$ cat src/rtl/sa_scan_ctrl_if.sv
// rtl/sa_scan_ctrl_if.sv - host-side handshake of the scan chain controller
interface sa_scan_ctrl_if #(
  parameter int CHAIN_LEN = 16
);
  logic                 start;
  logic                 capture_en;
  logic [CHAIN_LEN-1:0] pat_in;
  logic                 busy;
  logic                 done;
  logic [CHAIN_LEN-1:0] resp_out;

  modport master (output start, capture_en, pat_in, input busy, done, resp_out);
  modport slave  (input start, capture_en, pat_in, output busy, done, resp_out);
endinterface

$ cat src/rtl/sa_scan_ctrl.sv
// rtl/sa_scan_ctrl.sv - serial load / optional capture / unload driver for one scan chain
module sa_scan_ctrl #(
  parameter  int CHAIN_LEN = 16,
  localparam int CNT_W     = $clog2(CHAIN_LEN + 1)
) (
  input  logic          CP,
  input  logic          RN,
  sa_scan_ctrl_if.slave host,
  output logic          SE,
  output logic          SI,
  input  logic          SO
);
  typedef enum logic [2:0] {
    S_IDLE,
    S_LOAD,
    S_CAPT,
    S_UNLOAD,
    S_DONE
  } state_t;

  state_t               state;
  logic [CNT_W-1:0]     cnt;
  logic [CHAIN_LEN-1:0] pat_reg;
  logic [CHAIN_LEN-1:0] resp_sh;
  logic                 cap_reg;
  logic                 last;
  logic [CHAIN_LEN-1:0] resp_next;

  assign last      = (cnt == CNT_W'(CHAIN_LEN - 1));
  assign resp_next = {resp_sh[CHAIN_LEN-2:0], SO};

  // Outputs are registered alongside the state so they never see the inputs combinationally.
  always_ff @(posedge CP) begin
    if (!RN) begin
      state         <= S_IDLE;
      cnt           <= '0;
      pat_reg       <= '0;
      resp_sh       <= '0;
      cap_reg       <= 1'b0;
      host.resp_out <= '0;
      host.busy     <= 1'b0;
      host.done     <= 1'b0;
      SE            <= 1'b0;
      SI            <= 1'b0;
    end else begin
      case (state)
        S_IDLE: begin
          if (host.start) begin
            pat_reg   <= host.pat_in;
            cap_reg   <= host.capture_en;
            cnt       <= '0;
            host.busy <= 1'b1;
            SE        <= 1'b1;
            SI        <= host.pat_in[CHAIN_LEN-1];
            state     <= S_LOAD;
          end
        end
        S_LOAD: begin
          pat_reg <= pat_reg << 1;
          if (last) begin
            cnt   <= '0;
            SI    <= 1'b0;
            SE    <= !cap_reg;
            state <= cap_reg ? S_CAPT : S_UNLOAD;
          end else begin
            cnt <= cnt + CNT_W'(1);
            SI  <= pat_reg[CHAIN_LEN-2];
          end
        end
        S_CAPT: begin
          cnt   <= '0;
          SE    <= 1'b1;
          SI    <= 1'b0;
          state <= S_UNLOAD;
        end
        S_UNLOAD: begin
          // First sample is the tail flop, so the word ends up in chain order.
          resp_sh <= resp_next;
          if (last) begin
            cnt           <= '0;
            host.resp_out <= resp_next;
            host.done     <= 1'b1;
            SE            <= 1'b0;
            state         <= S_DONE;
          end else begin
            cnt <= cnt + CNT_W'(1);
          end
        end
        S_DONE: begin
          host.done <= 1'b0;
          host.busy <= 1'b0;
          state     <= S_IDLE;
        end
        default: begin
          host.done <= 1'b0;
          host.busy <= 1'b0;
          SE        <= 1'b0;
          SI        <= 1'b0;
          state     <= S_IDLE;
        end
      endcase
    end
  end
endmodule
$ cat src/flat_wrapper.sv
// flat-port wrapper written by rule: the top's interface ports become plain ports
module sa_scan_ctrl_flat 
#(
  parameter  int CHAIN_LEN = 16,
  localparam int CNT_W     = $clog2(CHAIN_LEN + 1)
)
  (CP, RN, SE, SI, SO, host_start, host_capture_en, host_pat_in, host_busy, host_done, host_resp_out);
  sa_scan_ctrl_if #(.CHAIN_LEN(CHAIN_LEN)) host_i ();
  input  logic CP;
  input  logic RN;
  output logic SE;
  output logic SI;
  input  logic SO;
  input wire logic [$bits(host_i.start)-1:0] host_start;
  input wire logic [$bits(host_i.capture_en)-1:0] host_capture_en;
  input wire logic [$bits(host_i.pat_in)-1:0] host_pat_in;
  output wire logic [$bits(host_i.busy)-1:0] host_busy;
  output wire logic [$bits(host_i.done)-1:0] host_done;
  output wire logic [$bits(host_i.resp_out)-1:0] host_resp_out;
  assign host_i.start = host_start;
  assign host_i.capture_en = host_capture_en;
  assign host_i.pat_in = host_pat_in;
  assign host_busy = host_i.busy;
  assign host_done = host_i.done;
  assign host_resp_out = host_i.resp_out;
  sa_scan_ctrl #(.CHAIN_LEN(CHAIN_LEN)) u_core (.CP(CP), .RN(RN), .host(host_i), .SE(SE), .SI(SI), .SO(SO));
endmodule
$ cat config.mk
export PLATFORM = sky130hd
export DESIGN_NAME = sa_scan_ctrl_flat
export DESIGN_NICKNAME = d
export VERILOG_FILES = /design/src/rtl/sa_scan_ctrl_if.sv /design/src/rtl/sa_scan_ctrl.sv /design/src/flat_wrapper.sv
export SDC_FILE = /design/constraint.sdc
export NUM_CORES = 1
export LEC_CHECK = 0
export ABC_CLOCK_PERIOD_IN_PS = 4400
export BUFFER_PORTS_ARGS = -buffer_cell sky130_fd_sc_hd__buf_2
export CORE_MARGIN = 3
export CORE_UTILIZATION = 45
export DETAILED_ROUTE_END_ITERATION = 8
export GPL_TIMING_DRIVEN = 0
export PLACE_DENSITY = 0.66
export SLEW_MARGIN = 20
export SYNTH_ARGS = -nofsm -noshare
export SYNTH_HDL_FRONTEND = slang
export SYNTH_SLANG_ARGS = --single-unit
$ cat constraint.sdc
create_clock -name CP -period 4.4 [get_ports CP]
set_input_delay 0.44 -clock CP [delete_from_list [all_inputs] [get_ports CP]]
set_output_delay 0.44 -clock CP [all_outputs]
set_load 0.01 [all_outputs]
# [After elaboration in Yosys (flattened, before gate mapping)]
# Cells that the tools add are included.
[totals] regBits=59 input_bits=21 output_inout_bits=20 elab_cells=60
[classes] n_eq_ne=8 bitwise_logic=4 n_reduce_logical=17 mux=20 addsub=1
[ops] op="case mux 15 bit (2 select lines)" n=1
[ops] op="2-to-1 mux 15 bit" n=1
[ops] op="case mux 5 bit (3 select lines)" n=1
[ops] op="AND reduction 2 bit" n=7
[ops] op="case mux 3 bit (4 select lines)" n=1
[ops] op="2-to-1 mux 5 bit" n=2
[ops] op="2-to-1 mux 3 bit" n=3
[ops] op="2-to-1 mux 1 bit" n=7
[ops] op="== test 3 x 2 -> 1 bit (second input constant)" n=2
[ops] op="OR reduction 3 bit" n=2
[ops] op="adder 5 x 1 -> 5 bit (second input constant)" n=1
[ops] op="== test 5 x 4 -> 1 bit (second input constant)" n=1
[ops] op="case mux 1 bit (5 select lines)" n=1
[ops] op="!= test 2 x 1 -> 1 bit (second input constant)" n=2
[ops] op="NOT 1 bit" n=4
[ops] op="case mux 1 bit (2 select lines)" n=2
[ops] op="AND reduction 4 bit" n=1
[ops] op="OR reduction 2 bit" n=2
[ops] op="== test 3 x 1 -> 1 bit (second input constant)" n=1
[ops] op="== test 3 bit (second input constant)" n=1
[ops] op="zero test 3 bit" n=1
[ops] op="case mux 1 bit (3 select lines)" n=1
[ops] op="AND reduction 3 bit" n=1
[ops] op="nonzero test 3 bit" n=1
[ops] op="other kinds (3)" n=3

# [Logic depth before layout (Yosys ltp)]
# Gate-level depths: netlist of run 1.
[logic_depth] ltp_word=4 mapped_depth=6 mapped_depth_nobuf=4

# [Worst setup path after synthesis of run 1]
# Ideal clock, no wire load.
[synth_timing] kind="register to register" startpoint="register u_core.cnt[0]" endpoint="register u_core.host.resp_out[10]" slack_ns=2.961 required_time_ns=4.330 path_stages_with_launch=7 synth_period_minus_slack_ns=1.439 arrival_time_ns=1.368 setup_ns=0.070 path_cell_list="dfxtp_1 -> ha_1 -> and4b_1 -> buf_2 -> clkbuf_1 -> nand3_1 -> a21oi_1"
[synth_between] elab_chain_cells=2
[synth_rtl] element="start, declared" line_no="sa_scan_ctrl.sv:22" rtl="logic [CNT_W-1:0] cnt;"
[synth_rtl] element="start signal, assigned" line_no="sa_scan_ctrl.sv:66" rtl="cnt <= cnt + CNT_W'(1);"
[synth_rtl] element="start signal, assigned" line_no="sa_scan_ctrl.sv:86" rtl="cnt <= cnt + CNT_W'(1);"
[synth_rtl] element="== test 5 x 4 -> 1 bit" line_no="sa_scan_ctrl.sv:29" rtl="assign last = (cnt == CNT_W'(CHAIN_LEN - 1));"
[synth_rtl] element="AND reduction 2 bit (no line)"
[synth_rtl] element="end signal, assigned" line_no="sa_scan_ctrl.sv:81" rtl="host.resp_out <= resp_next;"
[synth_rtl] element="end, declared" line_no="sa_scan_ctrl_if.sv:13" rtl="modport slave (input start, capture_en, pat_in, output busy, done, resp_out);"
# Every way passes these cells.
# A chain may end at the register's enable or synchronous reset.

# [Worst setup path after layout of run 1]
# Ends and elaborated chain as after synthesis.

==> metrics.md, run 1 <==
| Metric | Value |
|---|---|
| Status | `completed` |
| Layout cell share with drive strength beyond 1 | `21.9%` |
| Global-route wire length before repair | `9.56 mm` |
| Mux contribution to synthesized area | `0.463%` |
| Worst-path clk slew | `0.06 ns` |
| Reg2reg setup slack | `2.61 ns` |
| Leakage | `1.07 nW` |
| Initial Util | `47.0%` |
| Area of the multi-input gates | `1110 sq um` |
| Critical Path End | `u_core.host.resp_out[10]` |
| YS warnings | `0` |
| CTS root buf | `clkbuf_8` |
| Final Max Tran Viols | `0` |
| Routed WL | `5.70 mm` |
| DRC violations left | `0` |
| Switch Pwr | `0.000246 W` |
| Arrival time at the worst endpoint | `approximately 2.0 ns` |
| Synth area leaders | `dfxtp_1 49%, a21oi_1 10%, nand2_1 5.6%, nand3_1 4.7%, a22oi_1 4.3%` |
| Die ar. | `6320 sq um` |
| Synthesized cell area | `2430 sq um` |
| Nets | `about 350` |
| Longest Clk Path Bufs | `2` |
| Synth top area share | `roughly 49%` |
| Vias in the first global route | `a little under 2000` |
| Crit share post-route | `40.7%` |
| Crit path max fanout | `10` |
| Yosys top cell by area | `dfxtp_1` |
| Combinational share of power | `~8.5%` |
| Pint | `0.000777 W` |
| WP data required | `about 4.7 ns` |
| RSZ-0062 raised after global routing | `false` |
| Antenna diode count | `0` |
| Register area share after synthesis | `between 40% and 50%` |
| Crit path from | `u_core.cnt[0]` |
| CP endpoint kind | `flip-flop` |
| Placed inst area | `2720 sq um` |
| 1st-iter DRT viols | `~120` |
| Area delta synth->final | `17.4%` |
| Max Cap Viol | `0` |
| Die Ht | `just under 80 um` |
| Hold buffer count at CTS | `0` |
| DR pass1 iterations | `4` |
| Final WS setup | `2.61 ns` |
| Layout Skew | `0.00422 ns` |
| Worst-Skew Late Latency | `0.33 ns` |
| R2R depth | `6` |
| Vias per cell | `5.49` |
| Number of port buffers | `40` |
| Post-Route Setup TNS | `0 ns` |
| Site row count | `26` |
| Antenna-violating nets left | `0` |
| Yosys reg bits | `59` |
| Finish-stage setup viols | `0` |
| Final instance area | `between 2000 and 3000 sq um` |
| Core area | `5170 sq um` |
| CP Launch Type | `flip-flop` |
| GPL Wtd Cong | `0.775` |
| Worst-Margin Slew | `0.618 ns` |
| Gr ovfl total | `0` |
| Avg Cell Area, Syn | `8.66 sq um` |
| Post-CTS Setup Inserts | `0` |
| Simple-gate share of the synthesized area | `between 20% and 30%` |
| Area fraction in compound gates after synthesis | `21.8%` |
| Seq pwr share | `between 50 and 60%` |
| CP Class | `flip-flop to flip-flop` |
| PwrDens | `358 nW/um^2` |
| # clock sinks | `59` |
| Clock power share | `36.8%` |
| Max reg flops | `16` |
| Total GRT Usage | `approximately a fifth` |
| PostCTS Resize Cnt | `0` |
| Dpl hpwl | `3.99 mm` |
| DP Worst Slack | `2.58 ns` |
| Net Count, Synth | `303` |
| CTS tree | `built` |
| Period minus WS final | `1.79 ns` |
| Reg-to-reg startpoint | `u_core.cnt[0]` |
| Via count | `2214` |
| Peak supply drop | `around 0.00015 V` |
| Cell variety after synth | `39` |
| Largest net degree at the start of global routing | `11` |
| Fill count | `512` |
| Hold Path Class | `input pin to flip-flop` |
| CTS Buf Count | `9` |
| CTS H-Tree Depth | `3` |
| I/O pin count | `41` |
| Synthesized-area fraction occupied by adder cells | `0.514%` |
| Commonest non-fill, non-tap cell in the layout | `dfxtp_1` |
| Final Hold Fails | `0` |
| Cells after Synth | `281` |
| Fmax | `559 MHz` |
| Largest family of logic cells by synthesized area | `simple AND/OR/NAND/NOR gates` |
| Routed length per instance | `14.1 um` |
| Slew HR | `58.5%` |
| Initial antenna violation count | `0` |
| Register area | `1180 sq um` |
| Most frequent cells in the layout | `59 x dfxtp_1, 50 x a21oi_1, 47 x buf_2, 36 x nand2_1, 23 x nand3_1` |
| Switch share | `approximately 24%` |
| Die Span X | `79.5 um` |
| Post-synthesis xor/xnor area fraction | `0%` |
| Reg-to-Reg End | `u_core.host.resp_out[10]` |
[power groups by stage]
stage          clock (W)  sequential (W)  combinational (W)
6_report        0.000377        0.000559          0.0000867
5_1_grt         0.000408        0.000561          0.0000981
4_1_cts         0.000390        0.000559          0.0000869
3_5_place_dp           0        0.000571          0.0000868
3_3_place_gp           0        0.000570          0.0000854
2_1_floorplan          0        0.000570          0.0000582
[logic make-up (layout without fill, tap and decap cells)]
family | count (synthesis) | in the layout
compound gates | 94 | 94
fa+ha+maj | 1 | 1
buf+inv | 28 | 80
flops | 59 | 59
mux | 1 | 1
simple gates | 98 | 98
[critical path: stages (launching register included)]
cell	delay, ns
dfxtp_1	0.37
ha_1	0.25
and4b_1	0.20
buf_2	0.20
clkbuf_1	0.38
nand3_1	0.15
a21oi_1	0.16
[through the flow]
stage,hold slack [ns],util (%),total power (W),cells
5_1_grt,0.363,55.2,0.00107,403
2_1_floorplan,0.437,-,0.000628,281
4_1_cts,0.333,55.2,0.00104,403
3_3_place_gp,0.446,52.6,0.000656,391
3_5_place_dp,0.453,52.6,0.000657,391
6_report,0.344,55.2,0.00102,403
[per-layer routing]
layer	GRT usage, %	share of wire, %
met3	4.74	5.0
met1	26.1	47
met5	0	0
met4	7.90	0.98
met2	30.0	47
[cell usage after synthesis]
master / n
dfxtp_1: 59
a21oi_1: 50
nand2_1: 36
nand3_1: 23
o21ai_0: 19
clkbuf_1: 15
a22oi_1: 14
nand3_2: 9
buf_2: 7
nor2_1: 5
nor3_1: 5
a31oi_1: 4
nand4b_1: 3
buf_4: 2
buf_6: 2
nand2b_1: 2
nand3b_1: 2
nor2b_1: 2
or3_1: 2
a211oi_1: 1
a21o_1: 1
and2_1: 1
and3_1: 1
and3b_1: 1
and4b_1: 1
ha_1: 1
inv_1: 1
inv_2: 1
mux2_1: 1
nand4bb_1: 1
nor3b_2: 1
nor4b_4: 1
o21a_1: 1
o22ai_1: 1
o311a_1: 1
o311ai_0: 1
o31ai_1: 1
or3b_1: 1
or4b_1: 1
[worst min-delay path by stage]
| stage | startpoint | endpoint | slack (ns) | depth (start not counted) |
|---|---|---|---|---|
| 2_1_floorplan | u_core.resp_sh[14] | u_core.resp_sh[14] | 0.44 | 2 |
| 3_3_place_gp | u_core.host.done | u_core.host.done | 0.45 | 2 |
| 3_5_place_dp | u_core.resp_sh[14] | u_core.resp_sh[14] | 0.45 | 2 |
| 4_1_cts | host_pat_in[0] | u_core.pat_reg[0] | 0.33 | 3 |
| 5_1_grt | host_pat_in[0] | u_core.pat_reg[0] | 0.36 | 3 |
| 6_report | host_pat_in[0] | u_core.pat_reg[0] | 0.34 | 3 |
[area by class of cell]
type	instances	share of cell area, %
Sequential cell	59	41.3
Multi-Input combinational cell	194	39.0
Timing Repair Buffer	40	7.01
Clock buffer	11	4.60
Buffer	26	4.51
Tap cell	70	3.07
Inverter	2	0.263
Clock inverter	1	0.175
No activity file was read; power rests on OpenSTA's default activity.
==> run 2, diff against run 1 <==
--- a/config.mk
+++ b/config.mk
@@ -5,7 +5,7 @@
 export SDC_FILE = /design/constraint.sdc
 export NUM_CORES = 1
 export LEC_CHECK = 0
-export ABC_CLOCK_PERIOD_IN_PS = 4400
+export ABC_CLOCK_PERIOD_IN_PS = 1750
 export BUFFER_PORTS_ARGS = -buffer_cell sky130_fd_sc_hd__buf_2
 export CORE_MARGIN = 3
 export CORE_UTILIZATION = 45
==> constraint.sdc (replaced) <==
create_clock -name CP -period 1.75 [get_ports CP]
set_input_delay 0.175 -clock CP [delete_from_list [all_inputs] [get_ports CP]]
set_output_delay 0.175 -clock CP [all_outputs]
set_load 0.01 [all_outputs]
==> run 2 against run 1 <==
Clock-buffer cell count unchanged; final cell count is 0.25% lower; wire length shrank 0.67%; core utilization rose by 0.072 points; non-clock buffer count shrank 1; clock skew down 0.00068 ns; setup slack got worse by 2.5 ns; sequential cell count did not move; via count decreased by 0.72%; critical path type unchanged; largest power group unchanged.
==> metrics.md, run 2 (synthesized netlist as in run 1, its figures left out) <==
| Metric | Value |
|---|---|
| Status | `completed (unchanged)` |
| Arrival time at the worst endpoint | `1.83 ns (was 2.04 ns)` |
| Longest Clk Path Bufs | `2 (unchanged)` |
| CP endpoint kind | `flip-flop (unchanged)` |
| Layout cell share with drive strength beyond 1 | `22.9% (was 21.9%)` |
| Switch Pwr | `0.000617 W (was 0.000246 W)` |
| Vias per cell | `5.47 (was 5.49)` |
| Die Ht | `79.5 um (unchanged)` |
| CTS Buf Count | `9 (unchanged)` |
| Register area | `1180 sq um (unchanged)` |
| DP Worst Slack | `-0.0693 ns (was 2.58 ns)` |
| Placed inst area | `2720 sq um (unchanged)` |
| Vias in the first global route | `1953 (was 1967)` |
| CTS tree | `built (unchanged)` |
| Post-CTS Setup Inserts | `0 (unchanged)` |
| Crit path from | `u_core.cnt[0] (unchanged)` |
| Combinational share of power | `8.5% (about the same)` |
| Hold Path Class | `input pin to flip-flop (unchanged)` |
| Max reg flops | `16 (unchanged)` |
| Number of port buffers | `40 (unchanged)` |
| Initial antenna violation count | `0 (unchanged)` |
| Seq pwr share | `54.7% (about the same)` |
| Site row count | `26 (unchanged)` |
| Worst-path clk slew | `0.06 ns (about the same)` |
| 1st-iter DRT viols | `110 (was 115)` |
| # clock sinks | `59 (unchanged)` |
| Commonest non-fill, non-tap cell in the layout | `dfxtp_1 (unchanged)` |
| Nets | `353 (was 354)` |
| Slew HR | `64.6% (was 58.5%)` |
| Reg2reg setup slack | `0.13 ns (was 2.61 ns)` |
| Worst-Skew Late Latency | `0.33 ns (about the same)` |
| Post-Route Setup TNS | `0 ns (unchanged)` |
| Hold Startpoint | `host_pat_in[0] (unchanged)` |
| CTS H-Tree Depth | `3 (unchanged)` |
| Final Hold Fails | `0 (unchanged)` |
| Fmax | `618 MHz (was 559 MHz)` |
| Core area | `5170 sq um (unchanged)` |
| GPL Wtd Cong | `0.775 (unchanged)` |
| CTS root buf | `clkbuf_8 (unchanged)` |
| CP Class | `flip-flop to flip-flop (unchanged)` |
| Final WS setup | `0.132 ns (was 2.61 ns)` |
| Final Max Tran Viols | `0 (unchanged)` |
| Crit path max fanout | `6 (was 10)` |
| Period minus WS final | `1.62 ns (was 1.79 ns)` |
| Core Util, Final | `55.3% (was 55.2%)` |
| Routed length per instance | `14.1 um (about the same)` |
| Leakage | `1.08 nW (was 1.07 nW)` |
| Area of the multi-input gates | `1120 sq um (was 1110 sq um)` |
| Max Cap Viol | `0 (unchanged)` |
| Routed WL | `5.66 mm (was 5.70 mm)` |
| Fill count | `508 (was 512)` |
| Largest net degree at the start of global routing | `18 (was 11)` |
| Layout Skew | `0.00354 ns (was 0.00422 ns)` |
| Via count | `2198 (was 2214)` |
| Hold buffer count at CTS | `0 (unchanged)` |
| Gr ovfl total | `0 (unchanged)` |
| I/O pin count | `41 (unchanged)` |
| DR pass1 iterations | `4 (unchanged)` |
| Most frequent cells in the layout | `59 x dfxtp_1, 50 x a21oi_1, 48 x buf_2, 36 x nand2_1, 23 x nand3_1 (was 59 x dfxtp_1, 50 x a21oi_1, 47 x buf_2, 36 x nand2_1, 23 x nand3_1)` |
| Total GRT Usage | `19.4% (was 19.5%)` |
| Worst-Margin Slew | `0.531 ns (was 0.618 ns)` |
| Die ar. | `6320 sq um (unchanged)` |
| PwrDens | `899 nW/um^2 (was 358 nW/um^2)` |
| Die Span X | `79.5 um (unchanged)` |
| CP Launch Type | `flip-flop (unchanged)` |
| Dpl hpwl | `3.99 mm (unchanged)` |
| Peak supply drop | `0.000390 V (was 0.000155 V)` |
| Finish-stage setup viols | `0 (unchanged)` |
| Antenna diode count | `0 (unchanged)` |
| RSZ-0062 raised after global routing | `true (was false)` |
| Global-route wire length before repair | `9.52 mm (was 9.56 mm)` |
| Clock power share | `36.8% (about the same)` |
| Crit share post-route | `92.5% (was 40.7%)` |
| Initial Util | `47.0% (unchanged)` |
| Area delta synth->final | `17.6% (was 17.4%)` |
| Pwr Total | `0.00257 W (was 0.00102 W)` |
| WP data required | `1.96 ns (was 4.65 ns)` |
| Final instance area | `2860 sq um (about the same)` |
| Switch share | `24.0% (was 24.1%)` |
| PostCTS Resize Cnt | `0 (unchanged)` |
| Reg-to-reg startpoint | `u_core.cnt[0] (unchanged)` |
| Antenna-violating nets left | `0 (unchanged)` |
| Pint | `0.00195 W (was 0.000777 W)` |
| DRC violations left | `0 (unchanged)` |
## run 2: cell types whose count changed in the layout (fill, tap and decap cells not counted)
| cell | change |
|---|---|
| nor3_1 | -1 |
| clkbuf_2 | +1 |
| nor3_2 | +1 |
| clkbuf_1 | -3 |
| buf_2 | +1 |
## run 2: path summary, 6_finish.rpt
path              depth (start not counted)                 end
setup / recovery                          4           u_core.SE
hold / removal                            3   u_core.pat_reg[0]
setup reg to reg                          4           u_core.SE
hold reg to reg                           2  u_core.resp_sh[14]
## run 2: metal layers
layer  part of all wire, %  wire length [um]  global-route usage (%)
met1                    48              2720                    26.1
met5                     0                 0                       0
met3                   4.1               230                    4.74
met4                  0.76                43                    7.73
met2                    47              2670                    29.7
## run 2: final cells by class
| class | instances | area share, % |
|---|---|---|
| clock inverters | 1 | 0.175 |
| multi-input cells | 194 | 39.2 |
| plain buffers | 25 | 4.46 |
| repair buffers | 40 | 7.00 |
| inverters | 2 | 0.262 |
| clock buffers | 11 | 4.59 |
| flip-flops and latches | 59 | 41.3 |
| well taps | 70 | 3.06 |
## run 2: power by group through the flow
stage	clock network [W]	registers, W	logic, W
detailed placement	0	0.00143	0.000218
finish	0.000945	0.00141	0.000219
floorplan	0	0.00143	0.000146
global route	0.00103	0.00141	0.000248
global placement	0	0.00143	0.000215
CTS	0.000982	0.00141	0.000219
## run 2: worst max-delay path: stages (launching register included)
cell	delay (ns)
dfxtp_1	0.37
ha_1	0.25
nand4b_1	0.26
a22oi_1	0.29
mux2_1	0.33
## run 2: stage by stage
step,cells,hold slack [ns]
after floorplan,281,0.306
after global placement,391,0.418
after detailed placement,391,0.423
after CTS,402,0.0683
after global routing,402,0.0977
final,402,0.0820
==> run 3, diff against run 2 <==
--- a/config.mk
+++ b/config.mk
@@ -5,6 +5,7 @@
 export SDC_FILE = /design/constraint.sdc
 export NUM_CORES = 1
 export LEC_CHECK = 0
+export ABC_AREA = 1
 export ABC_CLOCK_PERIOD_IN_PS = 1750
 export BUFFER_PORTS_ARGS = -buffer_cell sky130_fd_sc_hd__buf_2
 export CORE_MARGIN = 3
==> run 3 against run 2 <==
Register-to-register slack better by 0.02 ns; final cell count up 9.5%; first-iteration DRC count increased by 61%; die area decreased by 2.4%; clock skew is 0.0023 ns higher; power increased by 13%; non-clock buffer count shrank 12; critical path depth up 3; sequential share of layout area barely moved; synthesized cell count up 13%; design area about the same; global-route usage down 1.1 points; largest cell class unchanged; highest routed layer unchanged.
==> metrics.md, run 3 <==
| Metric | Value |
|---|---|
| Register area share after synthesis | `49.8% (was 48.6%)` |
| Global-route wire length before repair | `8.76 mm (was 9.52 mm)` |
| Antenna-violating nets left | `0 (unchanged)` |
| Share of synthesized flip-flops with an asynchronous set or reset | `0% (unchanged)` |
| Most common library cells after synthesis | `80 x nor2_1, 59 x dfxtp_1, 58 x nand2_1 (was 59 x dfxtp_1, 50 x a21oi_1, 36 x nand2_1)` |
| RSZ-0062 raised after global routing | `false (was true)` |
| Initial antenna violation count | `0 (unchanged)` |
| Status | `completed (unchanged)` |
| CP endpoint kind | `flip-flop (unchanged)` |
| GRT met2 Usage | `26.7% (was 29.7%)` |
| CP Launch Type | `flip-flop (unchanged)` |
| Worst-Margin Slew | `0.482 ns (was 0.531 ns)` |
| Arrival time at the worst endpoint | `1.83 ns (about the same)` |
| Die Ht | `78.6 um (was 79.5 um)` |
| Fmax | `626 MHz (was 618 MHz)` |
| Seq pwr share | `48.8% (was 54.7%)` |
| Yosys top cell by area | `dfxtp_1 (unchanged)` |
| Most frequent cells in the layout | `80 x nor2_1, 59 x dfxtp_1, 57 x nand2_1, 44 x buf_2, 35 x o21ai_0 (was 59 x dfxtp_1, 50 x a21oi_1, 48 x buf_2, 36 x nand2_1, 23 x nand3_1)` |
| Most utilized layer in the global route result | `met2 (unchanged)` |
| CTS H-Tree Depth | `3 (unchanged)` |
| Finish-stage setup viols | `0 (unchanged)` |
| Pint | `0.00219 W (was 0.00195 W)` |
| Routed length per instance | `11.7 um (was 14.1 um)` |
| Final Hold Fails | `0 (unchanged)` |
| GPL Wtd Cong | `0.776 (was 0.775)` |
| Post-Route Setup TNS | `0 ns (unchanged)` |
| Crit path from | `u_core.cnt[0] (unchanged)` |
| Nets | `390 (was 353)` |
| Hold Path Class | `input pin to flip-flop (unchanged)` |
| Largest net degree at the start of global routing | `11 (was 18)` |
| Ys flop type | `dfxtp_1 (unchanged)` |
| Dpl hpwl | `3.62 mm (was 3.99 mm)` |
| Antenna diode count | `0 (unchanged)` |
| Worst-path clk slew | `0.07 ns (was 0.06 ns)` |
| DRC violations left | `0 (unchanged)` |
| Final WS setup | `0.153 ns (was 0.132 ns)` |
| Max reg flops | `16 (unchanged)` |
| Total GRT Usage | `18.3% (was 19.4%)` |
| Leakage | `1.35 nW (was 1.08 nW)` |
| Grt met1 use | `24.8% (was 26.1%)` |
| Core area | `4910 sq um (was 5170 sq um)` |
| Hold buffer count at CTS | `0 (unchanged)` |
| Post-CTS Setup Inserts | `0 (unchanged)` |
| Net Count, Synth | `339 (was 303)` |
| CP Class | `flip-flop to flip-flop (unchanged)` |
| Crit path max fanout | `10 (was 6)` |
| Synth area leaders | `dfxtp_1 50%, nor2_1 13%, nand2_1 9.2%, o21ai_0 7.4%, a21oi_1 4.2% (was dfxtp_1 49%, a21oi_1 10%, nand2_1 5.6%, nand3_1 4.7%, a22oi_1 4.3%)` |
| Global routing met3 resource utilization | `4.13% (was 4.74%)` |
| R2R depth | `7 (was 4)` |
| Post-synth EDFFs | `0 (unchanged)` |
| YS warnings | `0 (unchanged)` |
| DP Worst Slack | `0.0510 ns (was -0.0693 ns)` |
| Final Max Tran Viols | `0 (unchanged)` |
| Yosys reg bits | `59 (unchanged)` |
| PwrDens | `1020 nW/um^2 (was 899 nW/um^2)` |
| Synthesized cell area | `2370 sq um (was 2430 sq um)` |
| Slew HR | `67.9% (was 64.6%)` |
| Vias per cell | `4.78 (was 5.47)` |
| 1st-iter DRT viols | `177 (was 110)` |
| Hold slack | `0.105 ns (was 0.0820 ns)` |
| Commonest non-fill, non-tap cell in the layout | `nor2_1 (was dfxtp_1)` |
| Peak supply drop | `0.000477 V (was 0.000390 V)` |
| WP data required | `1.98 ns (was 1.96 ns)` |
| Crit share post-route | `91.3% (was 92.5%)` |
| Switch share | `25.0% (was 24.0%)` |
| Site row count | `25 (was 26)` |
| Cells after Synth | `317 (was 281)` |
| Core Util, Final | `58.3% (was 55.3%)` |
| Worst-Skew Late Latency | `0.33 ns (about the same)` |
| # clock sinks | `59 (unchanged)` |
| Avg Cell Area, Syn | `7.48 sq um (was 8.66 sq um)` |
| Number of port buffers | `40 (unchanged)` |
| Synth top area share | `49.8% (was 48.6%)` |
| Switch Pwr | `0.000728 W (was 0.000617 W)` |
| Area delta synth->final | `20.7% (was 17.6%)` |
| Hold Path Depth | `3 (unchanged)` |
| Combinational share of power | `9.4% (was 8.5%)` |
| Longest Clk Path Bufs | `2 (unchanged)` |
| Die Span X | `78.6 um (was 79.5 um)` |
| Cell variety after synth | `24 (was 39)` |
| Vias in the first global route | `1913 (was 1953)` |
| CTS root buf | `clkbuf_8 (unchanged)` |
| Gr ovfl total | `0 (unchanged)` |
| Die ar. | `6170 sq um (was 6320 sq um)` |
| Most numerous cell in the Yosys netlist | `nor2_1 (was dfxtp_1)` |
| CTS Buf Count | `9 (unchanged)` |
| Layout cell share with drive strength beyond 1 | `20.4% (was 22.9%)` |
| Period minus WS final | `1.60 ns (was 1.62 ns)` |
| Via count | `2103 (was 2198)` |
| DR pass1 iterations | `4 (unchanged)` |
| I/O pin count | `41 (unchanged)` |
| Reg-to-reg startpoint | `u_core.cnt[0] (unchanged)` |
| Clock power share | `41.8% (was 36.8%)` |
| Hold Startpoint | `host_pat_in[14] (was host_pat_in[0])` |
| Initial Util | `48.3% (was 47.0%)` |
| Max Cap Viol | `0 (unchanged)` |
| Routed WL | `5.17 mm (was 5.66 mm)` |
| CTS tree | `built (unchanged)` |
| Layout Skew | `0.00582 ns (was 0.00354 ns)` |
==> run 3: changes by cell type after synthesis, moves of 4 or more <==
cell	delta
a21oi_1	-30
a211oi_1	+5
a31oi_1	-4
nor2_1	+75
clkbuf_1	-10
o21ai_1	+8
nand3_1	-17
nand2_1	+22
inv_1	+15
nor3_1	-4
a22oi_1	-14
nand3_2	-9
o21ai_0	+16
==> run 3: area by class of cell <==
| type | count | area (sq um) |
|---|---|---|
| buffer | 13 | 76.3 |
| clock buffer | 11 | 141 |
| clock inverter | 5 | 52.6 |
| fill | 493 | 2050 |
| inverter | 21 | 81.3 |
| multi-input combinational | 224 | 1040 |
| sequential | 59 | 1180 |
| tap | 67 | 83.8 |
| timing repair buffer | 40 | 200 |
==> run 3: timing repair <==
action | in CTS | in global routing
hold endpoints to repair | 0 | 0
endpoints found under the setup margin | 0 | 20
gates resized for setup | 0 | 3
==> run 3: stage by stage <==
step	instances	area, sq um	total power [W]
3_3_place_gp	424	2650	0.00172
3_5_place_dp	424	2650	0.00172
2_1_floorplan	317	2370	0.00164
5_1_grt	440	2860	0.00305
4_1_cts	440	2850	0.00295
6_report	440	2860	0.00291
==> run 3: cell families (layout without fill, tap and decap cells) <==
kind of cell	count (synthesis)	after routing	share of synthesized area, %
compound gates	71	71	16.2
simple gates	151	151	26.4
buf+inv	34	90	6.65
fa+ha+maj	1	1	0.528
xor+xnor	1	1	0.370
flops	59	59	49.8
==> run 3: power by group through the flow <==
| stage | Sequential, W | Combinational [W] | Clock (W) |
|---|---|---|---|
| final | 0.00142 | 0.000273 | 0.00122 |
| after global routing | 0.00143 | 0.000320 | 0.00131 |
| after CTS | 0.00142 | 0.000273 | 0.00125 |
| after detailed placement | 0.00145 | 0.000273 | 0 |
| after global placement | 0.00145 | 0.000269 | 0 |
| after floorplan | 0.00145 | 0.000192 | 0 |
==> run 3: path summary, 6_finish.rpt <==
| kind | slack, ns | end |
|---|---|---|
| max reg2reg | 0.15 | u_core.host.resp_out[11] |
| min reg2reg | 0.45 | u_core.host.done |
| min | 0.11 | u_core.pat_reg[14] |
| max | 0.15 | u_core.host.resp_out[11] |
==> run 3: critical path, stage by stage (launching register included) <==
cell	delay, ns
dfxtp_1	0.40
ha_2	0.26
nand4_4	0.18
nor2_8	0.21
inv_2	0.10
buf_6	0.15
o21ai_1	0.13
nor2_1	0.05
==> run 3: layer usage <==
metal,vias up,share of wire [%]
met5,-,0
met2,37,43
met1,936,51
li1,1120,-
met4,0,2.4
met3,10,3.5
